`src/rtl/cpu_types_pkg.sv`:
```
// Shared CPU memory-side types: RAM handshake state and the machine word.
package cpu_types_pkg;

  typedef enum logic [1:0] {
    FREE   = 2'd0,
    BUSY   = 2'd1,
    ACCESS = 2'd2,
    ERROR  = 2'd3
  } ramstate_t;

  typedef logic [31:0] word_t;

endpackage

```
`src/rtl/memory_arbiter.sv`:
```
// Serialises icache fills and dcache accesses onto one RAM port; data wins unless
// instruction fetch has been starved for MAX_DSTREAK consecutive data grants.
module memory_arbiter
  import cpu_types_pkg::*;
#(
  parameter int ADDR_W      = 32,
  parameter int DATA_W      = 32,
  parameter int MAX_DSTREAK = 4
) (
  input  logic              CLK,
  input  logic              RST,
  input  logic              iREN,
  input  logic [ADDR_W-1:0] iaddr,
  output logic [DATA_W-1:0] iload,
  output logic              iwait,
  input  logic              dREN,
  input  logic              dWEN,
  input  logic [ADDR_W-1:0] daddr,
  input  logic [DATA_W-1:0] dstore,
  output logic [DATA_W-1:0] dload,
  output logic              dwait,
  output logic              ramREN,
  output logic              ramWEN,
  output logic [ADDR_W-1:0] ramaddr,
  output logic [DATA_W-1:0] ramstore,
  input  logic [DATA_W-1:0] ramload,
  input  ramstate_t         ramstate,
  output logic              err
);

  typedef enum logic [1:0] {IDLE, GNT_I, GNT_D} arb_state_t;

  localparam int SW = $clog2(MAX_DSTREAK + 1);
  localparam logic [SW-1:0] STREAK_MAX = SW'(MAX_DSTREAK);

  arb_state_t    r_state;
  logic [SW-1:0] r_streak;
  logic          r_err;

  logic w_dreq, w_access, w_i_done, w_d_done, w_force_i;

  assign w_dreq    = dREN | dWEN;
  assign w_access  = (ramstate == ACCESS);
  assign w_i_done  = (r_state == GNT_I) && iREN && w_access;
  assign w_d_done  = (r_state == GNT_D) && w_dreq && w_access;
  assign w_force_i = iREN && (r_streak == STREAK_MAX);

  // A dropped request releases the grant without an ack.
  always_ff @(posedge CLK) begin
    if (RST) begin
      r_state <= IDLE;
    end else begin
      case (r_state)
        IDLE: begin
          if (w_dreq && !w_force_i) r_state <= GNT_D;
          else if (iREN)            r_state <= GNT_I;
        end
        GNT_I:   if (!iREN || w_access)   r_state <= IDLE;
        GNT_D:   if (!w_dreq || w_access) r_state <= IDLE;
        default: r_state <= IDLE;
      endcase
    end
  end

  always_ff @(posedge CLK) begin
    if (RST) begin
      r_streak <= '0;
    end else if (w_d_done) begin
      if (!iREN)                        r_streak <= '0;
      else if (r_streak != STREAK_MAX)  r_streak <= r_streak + 1'b1;
    end else if (w_i_done) begin
      r_streak <= '0;
    end
  end

  always_ff @(posedge CLK) begin
    if (RST) begin
      r_err <= 1'b0;
    end else if ((dREN && dWEN) || ((r_state != IDLE) && (ramstate == ERROR))) begin
      r_err <= 1'b1;
    end
  end

  always_comb begin
    ramREN   = 1'b0;
    ramWEN   = 1'b0;
    ramaddr  = '0;
    ramstore = '0;
    iwait    = 1'b1;
    dwait    = 1'b1;
    case (r_state)
      GNT_I: begin
        ramREN  = iREN;
        ramaddr = iaddr;
        iwait   = !w_i_done;
      end
      GNT_D: begin
        ramWEN   = dWEN;
        ramREN   = dREN & !dWEN;
        ramaddr  = daddr;
        ramstore = dstore;
        dwait    = !w_d_done;
      end
      default: ;
    endcase
    iload = ramload;
    dload = ramload;
    err   = r_err;
  end

endmodule

```
`config.mk`:
```
export PLATFORM = sky130hd
export DESIGN_NAME = memory_arbiter
export DESIGN_NICKNAME = d
export VERILOG_FILES = /design/src/rtl/cpu_types_pkg.sv /design/src/rtl/memory_arbiter.sv
export SDC_FILE = /design/constraint.sdc
export NUM_CORES = 1
export LEC_CHECK = 0
export CAP_MARGIN = 20
export CELL_PAD_IN_SITES_DETAIL_PLACEMENT = 0
export CELL_PAD_IN_SITES_GLOBAL_PLACEMENT = 1
export CORE_MARGIN = 2
export CORE_UTILIZATION = 13
export DETAILED_ROUTE_END_ITERATION = 10
export PLACE_DENSITY_LB_ADDON = 0.1
export SLEW_MARGIN = 20
export SYNTH_ARGS = -nofsm -noshare
export SYNTH_HDL_FRONTEND = slang
export SYNTH_SLANG_ARGS = --single-unit
```
`constraint.sdc`:
```
create_clock -name CLK -period 3.2 [get_ports CLK]
set_clock_uncertainty 0.1 [all_clocks]
set_input_delay 0.96 -clock CLK [delete_from_list [all_inputs] [get_ports CLK]]
set_output_delay 0.96 -clock CLK [all_outputs]
set_load 0.01 [all_outputs]
```
## Yosys cells after proc, flatten, opt, wreduce, memory -nomap -nowiden

Cells that the tools add are included.

| word-level totals | value |
|---|---|
| register bits | 6 |
| logic and storage cells | 53 |
| bits of input ports | 135 |
| output and inout port bits | 133 |

| operators by class | value |
|---|---|
| multiplexer cells | 15 |
| equal/unequal tests | 10 |
| reductions and logical operators | 22 |
| bitwise gates (word level) | 2 |
| add/subtract/negate cells | 1 |

Operators by type and width:

| cell | count |
|---|---|
| $pmux W32 S2 | 1 |
| $mux W32 | 1 |
| $mux W3 | 4 |
| $logic_and A1 B1 Y1 | 8 |
| $mux W2 | 4 |
| $eq A2 B2 Y1 const B | 3 |
| $logic_not A1 Y1 | 6 |
| $ne A3 B3 Y1 const B | 2 |
| $pmux W2 S3 | 1 |
| $ne A2 B1 Y1 const B | 2 |
| $reduce_bool A2 Y1 | 2 |
| $add A3 B1 Y3 const B | 1 |
| $eq A3 B3 Y1 const B | 1 |
| $logic_or A1 B1 Y1 | 3 |
| $mux W1 | 3 |
| $ne A3 B2 Y1 const B | 1 |
| $reduce_and A3 Y1 | 1 |
| $eq A2 B1 Y1 const B | 1 |
| $logic_not A2 Y1 | 1 |
| $pmux W1 S2 | 1 |
| $reduce_and A2 Y1 | 1 |
| $and A1 B1 Y1 | 1 |
| $or A1 B1 Y1 | 1 |

## Depth between registers and ports, before layout

Gate-level depths: netlist of the first run.

| depth | value |
|---|---|
| depth in word-level cells | 6 |
| mapped depth | 7 |
| depth with buffers taken out | 6 |

## Worst setup path after synthesis of the first run

OpenSTA, ideal clock, no wires.

| timing path | value |
|---|---|
| path kind | register to output |
| start | reg r_state[0] |
| end | out ramREN |
| stages on the path, launching flop included | 7 |
| data required time | 2.140 ns |
| data arrival time | 1.460 ns |
| setup slack | 0.680 ns |
| buffers on the path | 2 |
| cells stage by stage | dfxtp_1 inv_1 ha_1 clkbuf_1 buf_2 nand3b_1 a21boi_0 |

| on the way | value |
|---|---|
| longest elaborated chain between the ends | 2 |
| elaborated cells between the ends (all ways) | 3 |
| those cells by class | eq/ne (2); mux (1) |

Ends and longest elaborated chain:

| what | line | source |
|---|---|---|
| start, declared | memory_arbiter.sv:36 | `arb_state_t r_state;` |
| start signal, assigned | memory_arbiter.sv:51 | `r_state <= IDLE;` |
| start signal, assigned | memory_arbiter.sv:55 | `if (w_dreq && !w_force_i) r_state <= GNT_D;` |
| start signal, assigned | memory_arbiter.sv:56 | `else if (iREN) r_state <= GNT_I;` |
| $eq A2 B2 Y1 or $eq A2 B1 Y1 (tied branches) | memory_arbiter.sv:91 | `case (r_state)` |
| $pmux W1 S2 (*) | memory_arbiter.sv:91 |  |
| end, declared | memory_arbiter.sv:22 | `output logic ramREN,` |

Mark *: on every way between the ends. The rest lies on a longest branch, timed or not.

## Final worst setup path of the first run

| timing path | value |
|---|---|
| start | in dstore[6] |
| end | out ramstore[6] |

| on the way | value |
|---|---|
| longest elaborated chain between the ends | 1 |

Ends and longest elaborated chain:

| what | line | source |
|---|---|---|
| start, declared | memory_arbiter.sv:19 | `input logic [DATA_W-1:0] dstore,` |
| $mux W32 | memory_arbiter.sv:91 |  |
| end, declared | memory_arbiter.sv:25 | `output logic [DATA_W-1:0] ramstore,` |

No other way between the ends.

==> out/summary.txt, run 1 <==
CTS tree -> built
Final setup viols -> 0
drt drc -> 0
final antenna diode count -> 0
CP Capture Type -> output pin
# rows -> 40
relative slew slack -> 0.637
Syn. warnings -> 0
Worst Path Arrival -> 2.09 ns
post-synth top area share -> 0.300
Core ar. -> 12,000 um^2
placed cell count -> 476
DIE WIDTH -> 115 um
Max stage delay on crit path -> 0.57 ns
largest cells by area after synthesis -> buf_4 30%, a22oi_1 15%, nor2b_1 13%
Compound-Gate Fraction of Synth Area -> 0.212
Slowest-stage cell, CP -> clkdlybuf4s50_1
Synth Register Bits -> 6
CP dominant cell by count -> clkdlybuf4s50_1
layout cells sized above 1 -> 0.0602
CP Data Required Time -> 2.14 ns
Sink Count -> 6
Synth Area in Simple Gates -> 0.326
sequential-to-total area share from yosys stat -> 0.0749
Final Power -> 773 uW
Post-Synthesis Cells -> 224
Port Buffers -> 171
syn avg cell area -> 7.16 um^2
PwrDens -> 247 nW/um^2
Worst Hold Launch -> r_streak[1]
fmax -> 317 MHz
leakage -> 1.25 nW
initial antenna violation count -> 0
status -> complete, no violations
RD Place Congestion -> 0.722
largest family of logic cells by synthesized area -> buffers and inverters
CP max FO -> 1
Final Hold Viols -> 0
pre-CTS WS -> -0.162 ns
TritonCTS buffer count -> 3
Synth Area in Adders -> 0.0390
WL/cell -> 15.1 um
HPWL after DPL -> 5880 um
Final WS setup -> 0.0504 ns
GRT Total Usage -> 0.0999
Unique masters post-synth -> 28
VDD IR max -> 0.000113 V
vias -> 1,830
drt pass-1 iters -> 4
CTS clk-pin slew, worst paths -> 0.03 ns
number of flops mapped to enable cells by yosys -> 0
first-pass GRT wire length -> 10,300 um
vias in the first global route -> 1,757
Worst Path Buf+Inv -> 2
Slew Limit Fails -> 0
FILL cells -> 1,349
RSZ-0062 raised after global routing -> no
Synth Area in XOR/XNOR -> 0
final wirelength -> 7220 um
1st-iter DRT viols -> 49
Post-synth top flop -> dfxtp_1
Setup crit start -> dstore[6]
H-tree depth -> 1
syn_nets -> 364
via density per instance -> 3.82
Starting Density -> 0.133
Die H -> 115 um
Worst Tran Pin Value -> 0.536 ns
worst reg2reg startpoint -> r_state[1]
max_cap viols -> 0
CP delay by family, top -> buffers and inverters
Post-synth ARST share -> 0
# IOs -> 268
post-synthesis mux area share -> 0.00625
CTS Buffer Depth -> 2
fin crit share -> 0.984
final cell count without fillers -> 479
largest net degree at the start of global routing -> 39
die footprint -> 13,200 um^2
count leader, synth -> buf_4
Hold Path Class -> flip-flop to flip-flop
Layout area overhead -> 95.4%
Nets -> 474
gr ovfl total -> 0
Tmin final -> 3.15 ns
Hold-fix buffers, CTS -> 0
ANT nets after route -> 0
post-layout util -> 0.261
Root Driver -> clkbuf_16
CP Class -> input pin to output pin
worst skew pair latency -> 0.23 ns
top cells by count, synth -> 64 x buf_4, 34 x nor2b_1, 32 x a22oi_1, 32 x and2_1, 13 x clkbuf_1
post-synth top area cell -> buf_4
mapped cell area -> 1600 um^2
Startpoint Class -> input pin
sequence of cells on the critical path -> clkdlybuf4s50_1 > and2_1 > clkdlybuf4s50_1
-- final cells by class --
cell class / instances / area [um^2] / area share
multi-input combinational: 136 / 936 / 0.299
tap: 147 / 184 / 0.0587
timing repair buffer: 183 / 1800 / 0.575
clock buffer: 3 / 75.1 / 0.0240
sequential: 6 / 120 / 0.0384
inverter: 4 / 15.0 / 0.00479
-- final timing paths --
kind / endpoint / slack, ns / depth (start not counted)
worst max-delay path: ramstore[6] / 0.05 / 3
worst min register to register: r_streak[1] / 0.39 / 2
worst min-delay path: r_streak[1] / 0.39 / 2
worst max register to register: r_state[0] / 1.31 / 8
-- repair_timing --
action / 4_1_cts / 5_1_grt
setup buffers: 0 / 0
endpoints found under the hold margin: 0 / 0
endpoints found under the setup margin: 34 / 2
gates resized for setup: 34 / 2
-- report_power, final --
part	internal (mW)	total, mW	switching (mW)
Sequential	0.0796	0.0825	0.00288
Clock	0.160	0.201	0.0409
Combinational	0.300	0.490	0.189
Total	0.540	0.773	0.233
-- through the flow --
step,hold slack (ns),cell area [um^2],TNS (ns)
final,0.388,3130,0
after global routing,0.420,3130,0
after CTS,0.393,3130,0
after detailed placement,0.386,3090,-1.38
after global placement,0.391,3090,-1.36
after floorplan,0.360,1600,0
-- sequential cells by signal (all words and copies together) (netlist names) --
signal    cells
r_streak      3
r_state       2
err           1
-- worst register-to-register path, delay by kind of cell (launching register included) --
family                   cells  cell delay [ns]
AND/OR/NAND/NOR              2             0.60
adder cells (fa/ha/maj)      1             0.22
buffers and inverters        3             0.35
AO/OA/AOI/OAI                2             0.21
flip-flops                   1             0.34
-- placed cells by master (no fill, tap or decap), types with 2 or more instances in the layout --
cell / count
nand2_1: 3
nand3b_1: 2
buf_12: 3
nor2b_1: 34
nand2b_1: 2
clkdlybuf4s50_1: 135
a21oi_1: 5
a22oi_1: 32
ha_1: 4
clkbuf_16: 3
dlymetal6s2s_1: 2
and2_1: 32
dlygate4sd2_1: 34
dfxtp_1: 6
inv_1: 4
o21ai_0: 5
buf_4: 9
nand3_1: 3
-- layer usage --
layer	wire, um	vias up	global-route usage
li1	-	908	-
met1	2730	824	0.108
met2	3820	79	0.194
met3	523	19	0.0227
met5	0	-	0
met4	147	0	0.0257
-- cell families after synthesis --
group	count (synthesis)
simple gates	82
buf+inv	82
fa+ha+maj	5
compound gates	48
flops	6
mux	1
Power figures use the tool's default switching activity.
==> inputs of run 2 (changes only) <==
--- a/config.mk
+++ b/config.mk
@@ -5,6 +5,7 @@
 export SDC_FILE = /design/constraint.sdc
 export NUM_CORES = 1
 export LEC_CHECK = 0
+export ABC_AREA = 1
 export CAP_MARGIN = 20
 export CELL_PAD_IN_SITES_DETAIL_PLACEMENT = 0
 export CELL_PAD_IN_SITES_GLOBAL_PLACEMENT = 1
@@ -12,7 +13,6 @@
 export CORE_UTILIZATION = 13
 export DETAILED_ROUTE_END_ITERATION = 10
 export PLACE_DENSITY_LB_ADDON = 0.1
-export SLEW_MARGIN = 20
 export SYNTH_ARGS = -nofsm -noshare
 export SYNTH_HDL_FRONTEND = slang
 export SYNTH_SLANG_ARGS = --single-unit
==> out/summary.txt, run 2 <==
status -> complete, no violations
H-tree depth -> 1 (unchanged)
via density per instance -> 3.56 (-6.9%)
Startpoint Class -> input pin
CTS clk-pin slew, worst paths -> 0.03 ns (about the same)
Slowest-stage cell, CP -> clkdlybuf4s50_1
mapped cell area -> 1670 um^2 (+4.3%)
GRT Total Usage -> 0.0965 (-0.00338)
final wirelength -> 7000 um (-3.1%)
RR Endpoint -> r_streak[2]
Post-Synthesis Cells -> 313 (+40%)
post-layout util -> 0.254 (-0.00627)
Unique masters post-synth -> 15 (-46%)
Hold Path Class -> flip-flop to flip-flop
# rows -> 41 (+2.5%)
top cells by count, synth -> 113 x nand2_1, 68 x buf_4, 45 x inv_1
r2r setup slk -> 1.53 ns (+0.22 ns)
Final Power -> 1.21 mW (+56%)
Slew Limit Fails -> 0 (unchanged)
worst reg2reg startpoint -> r_state[0]
Root Driver -> clkbuf_16
first-pass GRT wire length -> 11,000 um (+7.2%)
gr ovfl total -> 0 (unchanged)
Final WS setup -> 0.0434 ns (-0.00693 ns)
Top reg by flops -> r_streak
Min-Delay Endpoint -> r_state[1]
die footprint -> 13,800 um^2 (+4.1%)
largest net degree at the start of global routing -> 43 (+10%)
vias in the first global route -> 2,141 (+22%)
Post-synth ARST share -> 0 (unchanged)
sequential-to-total area share from yosys stat -> 0.0719 (-0.00309)
post-synth top area share -> 0.305 (+0.00562)
pre-CTS WS -> -0.254 ns (-0.0913 ns)
Max stage delay on crit path -> 0.56 ns (about the same)
Final setup viols -> 0 (unchanged)
sequence of cells on the critical path -> clkdlybuf4s50_1 > nand2_1 > inv_1 > clkdlybuf4s50_1
sum of negative setup slack -> 0 ns (unchanged)
WL/cell -> 11.8 um (-22%)
Nets -> 565 (+19%)
CTS Buffer Depth -> 2 (unchanged)
DIE WIDTH -> 117 um (+2.1%)
syn_nets -> 453 (+24%)
Layout area overhead -> 91.3%
fmax -> 317 MHz (-0.22%)
Synth Register Bits -> 6 (unchanged)
CP Data Required Time -> 2.14 ns (about the same)
Hold Crit Depth -> 2 (unchanged)
CTS tree -> built
Core ar. -> 12,600 um^2 (+4.6%)
Post-CTS Setup Repair Bufs -> 0 (unchanged)
largest cells by area after synthesis -> buf_4 31%, nand2_1 25%, a21oi_1 11%
reg2reg path depth -> 10 (+2)
met1 wire length -> 2760 um (+1.1%)
Syn. warnings -> 0 (unchanged)
1st-iter DRT viols -> 68 (+39%)
Worst Tran Pin Value -> 0.283 ns (-0.253 ns)
Final Hold Viols -> 0 (unchanged)
layout cells sized above 1 -> 0.0638 (+0.00359)
drt pass-1 iters -> 4 (unchanged)
RD Place Congestion -> 0.711 (-1.6%)
area occupied by multi-input gates -> 833 um^2 (-11%)
most frequent cells in the layout -> 133 x clkdlybuf4s50_1, 113 x nand2_1, 45 x inv_1, 38 x a21oi_1, 37 x dlygate4sd2_1
final antenna diode count -> 0 (unchanged)
Port Buffers -> 171 (unchanged)
top routing layer used -> met4
RSZ-0062 raised after global routing -> no
CP dominant cell by count -> clkdlybuf4s50_1
PwrDens -> 378 nW/um^2 (+53%)
ANT nets after route -> 0 (unchanged)
number of flops mapped to enable cells by yosys -> 0 (unchanged)
routed wl met2 -> 3440 um (-9.9%)
HPWL after DPL -> 5650 um (-3.9%)
Crit. path cell count -> 4 (+1)
Post-synth top flop -> dfxtp_1
initial antenna violation count -> 0 (unchanged)
Die H -> 117 um (+2.1%)
post-synth top area cell -> buf_4
drt drc -> 0 (unchanged)
# IOs -> 268 (unchanged)
CP max FO -> 1 (unchanged)
leakage -> 1.59 nW (+28%)
VDD IR max -> 0.000302 V (+170%)
FILL cells -> 1,445 (+7.1%)
CP delay by family, top -> buffers and inverters
Tmin final -> 3.16 ns (+0.00693 ns)
Sink Count -> 6 (unchanged)
relative slew slack -> 0.811 (+0.174)
count leader, synth -> nand2_1
syn avg cell area -> 5.34 um^2 (-25%)
Worst Hold Launch -> r_state[1]
Worst Path Buf+Inv -> 3 (+1)
worst skew pair latency -> 0.23 ns (about the same)
TritonCTS buffer count -> 3 (unchanged)
CP Capture Type -> output pin
CP Class -> input pin to output pin
FF+latch area -> 120 um^2 (unchanged)
vias -> 2,117 (+16%)
Worst Path Arrival -> 2.10 ns (about the same)
max_cap viols -> 0 (unchanged)
Largest register FFs -> 3 (unchanged)
fin crit share -> 0.986 (+0.00217)
Starting Density -> 0.133 (-0.000436)
metal3 WL -> 667 um (+28%)
commonest non-fill, non-tap cell in the layout -> clkdlybuf4s50_1
-- run 2: changes by cell type after synthesis, moves of 5 or more --
cell and change:
nor2_1 +12, a21oi_1 +33, buf_2 +6, clkbuf_1 -13, nand2_1 +110, o21ai_0 -5
a22oi_1 -32, nor2b_1 -34, and2_1 -32, inv_1 +41
-- run 2: stage by stage --
step	hold slack, ns	instance area (um^2)	cells
2_1_floorplan	0.377	1670	313
3_3_place_gp	0.417	3160	592
3_5_place_dp	0.410	3160	592
4_1_cts	0.419	3200	595
5_1_grt	0.451	3200	595
6_report	0.415	3200	595
-- run 2: layout make-up --
| type | count | area share |
|---|---|---|
| multi-input cells | 184 | 0.261 |
| repair buffers | 185 | 0.558 |
| clock buffers | 3 | 0.0235 |
| flip-flops and latches | 6 | 0.0376 |
| inverters | 45 | 0.0528 |
| well taps | 172 | 0.0673 |
-- run 2: logic make-up after synthesis --
family	after synthesis	synth area share
flops	6	0.0719
simple gates	139	0.332
fa+ha+maj	5	0.0374
buf+inv	123	0.434
compound gates	40	0.124
-- run 2: per-layer routing --
layer / global-route usage / vias up
li1: - / 1088
met1: 0.107 / 892
met2: 0.177 / 111
met3: 0.0306 / 26
met4: 0.0248 / 0
met5: 0 / -
-- run 2: timing repair --
| action | 4_1_cts | 5_1_grt |
|---|---|---|
| hold buffers | 0 | 0 |
| setup endpoints to repair | 36 | 1 |
| gates cloned | 0 | 0 |
| resized for setup | 38 | 1 |
-- run 2: report_power, final --
group | switching, mW | internal, mW | leakage (nW)
logic | 0.472 | 0.441 | 1.50
registers | 0.00745 | 0.0866 | 0.0492
clock network | 0.0405 | 0.160 | 0.0370
-- run 2: worst reg2reg max path: stages, from the launching register on --
cell	delay [ns]
dfxtp_1	0.32
inv_1	0.09
ha_2	0.32
nand2_2	0.08
buf_4	0.15
nand2_2	0.07
nand2_2	0.05
buf_4	0.13
nor2_1	0.09
nand3_1	0.10
a21oi_2	0.12
-- run 2: worst max path at each step --
stage | slack [ns] | start | endpoint
CTS | 0.03 | dstore[30] | ramstore[30]
global route | 0.0002 | dstore[6] | ramstore[6]
detailed placement | -0.25 | dREN | ramREN
floorplan | 0.84 | dREN | ramREN
global placement | -0.26 | dREN | ramREN
finish | 0.04 | dstore[4] | ramstore[4]
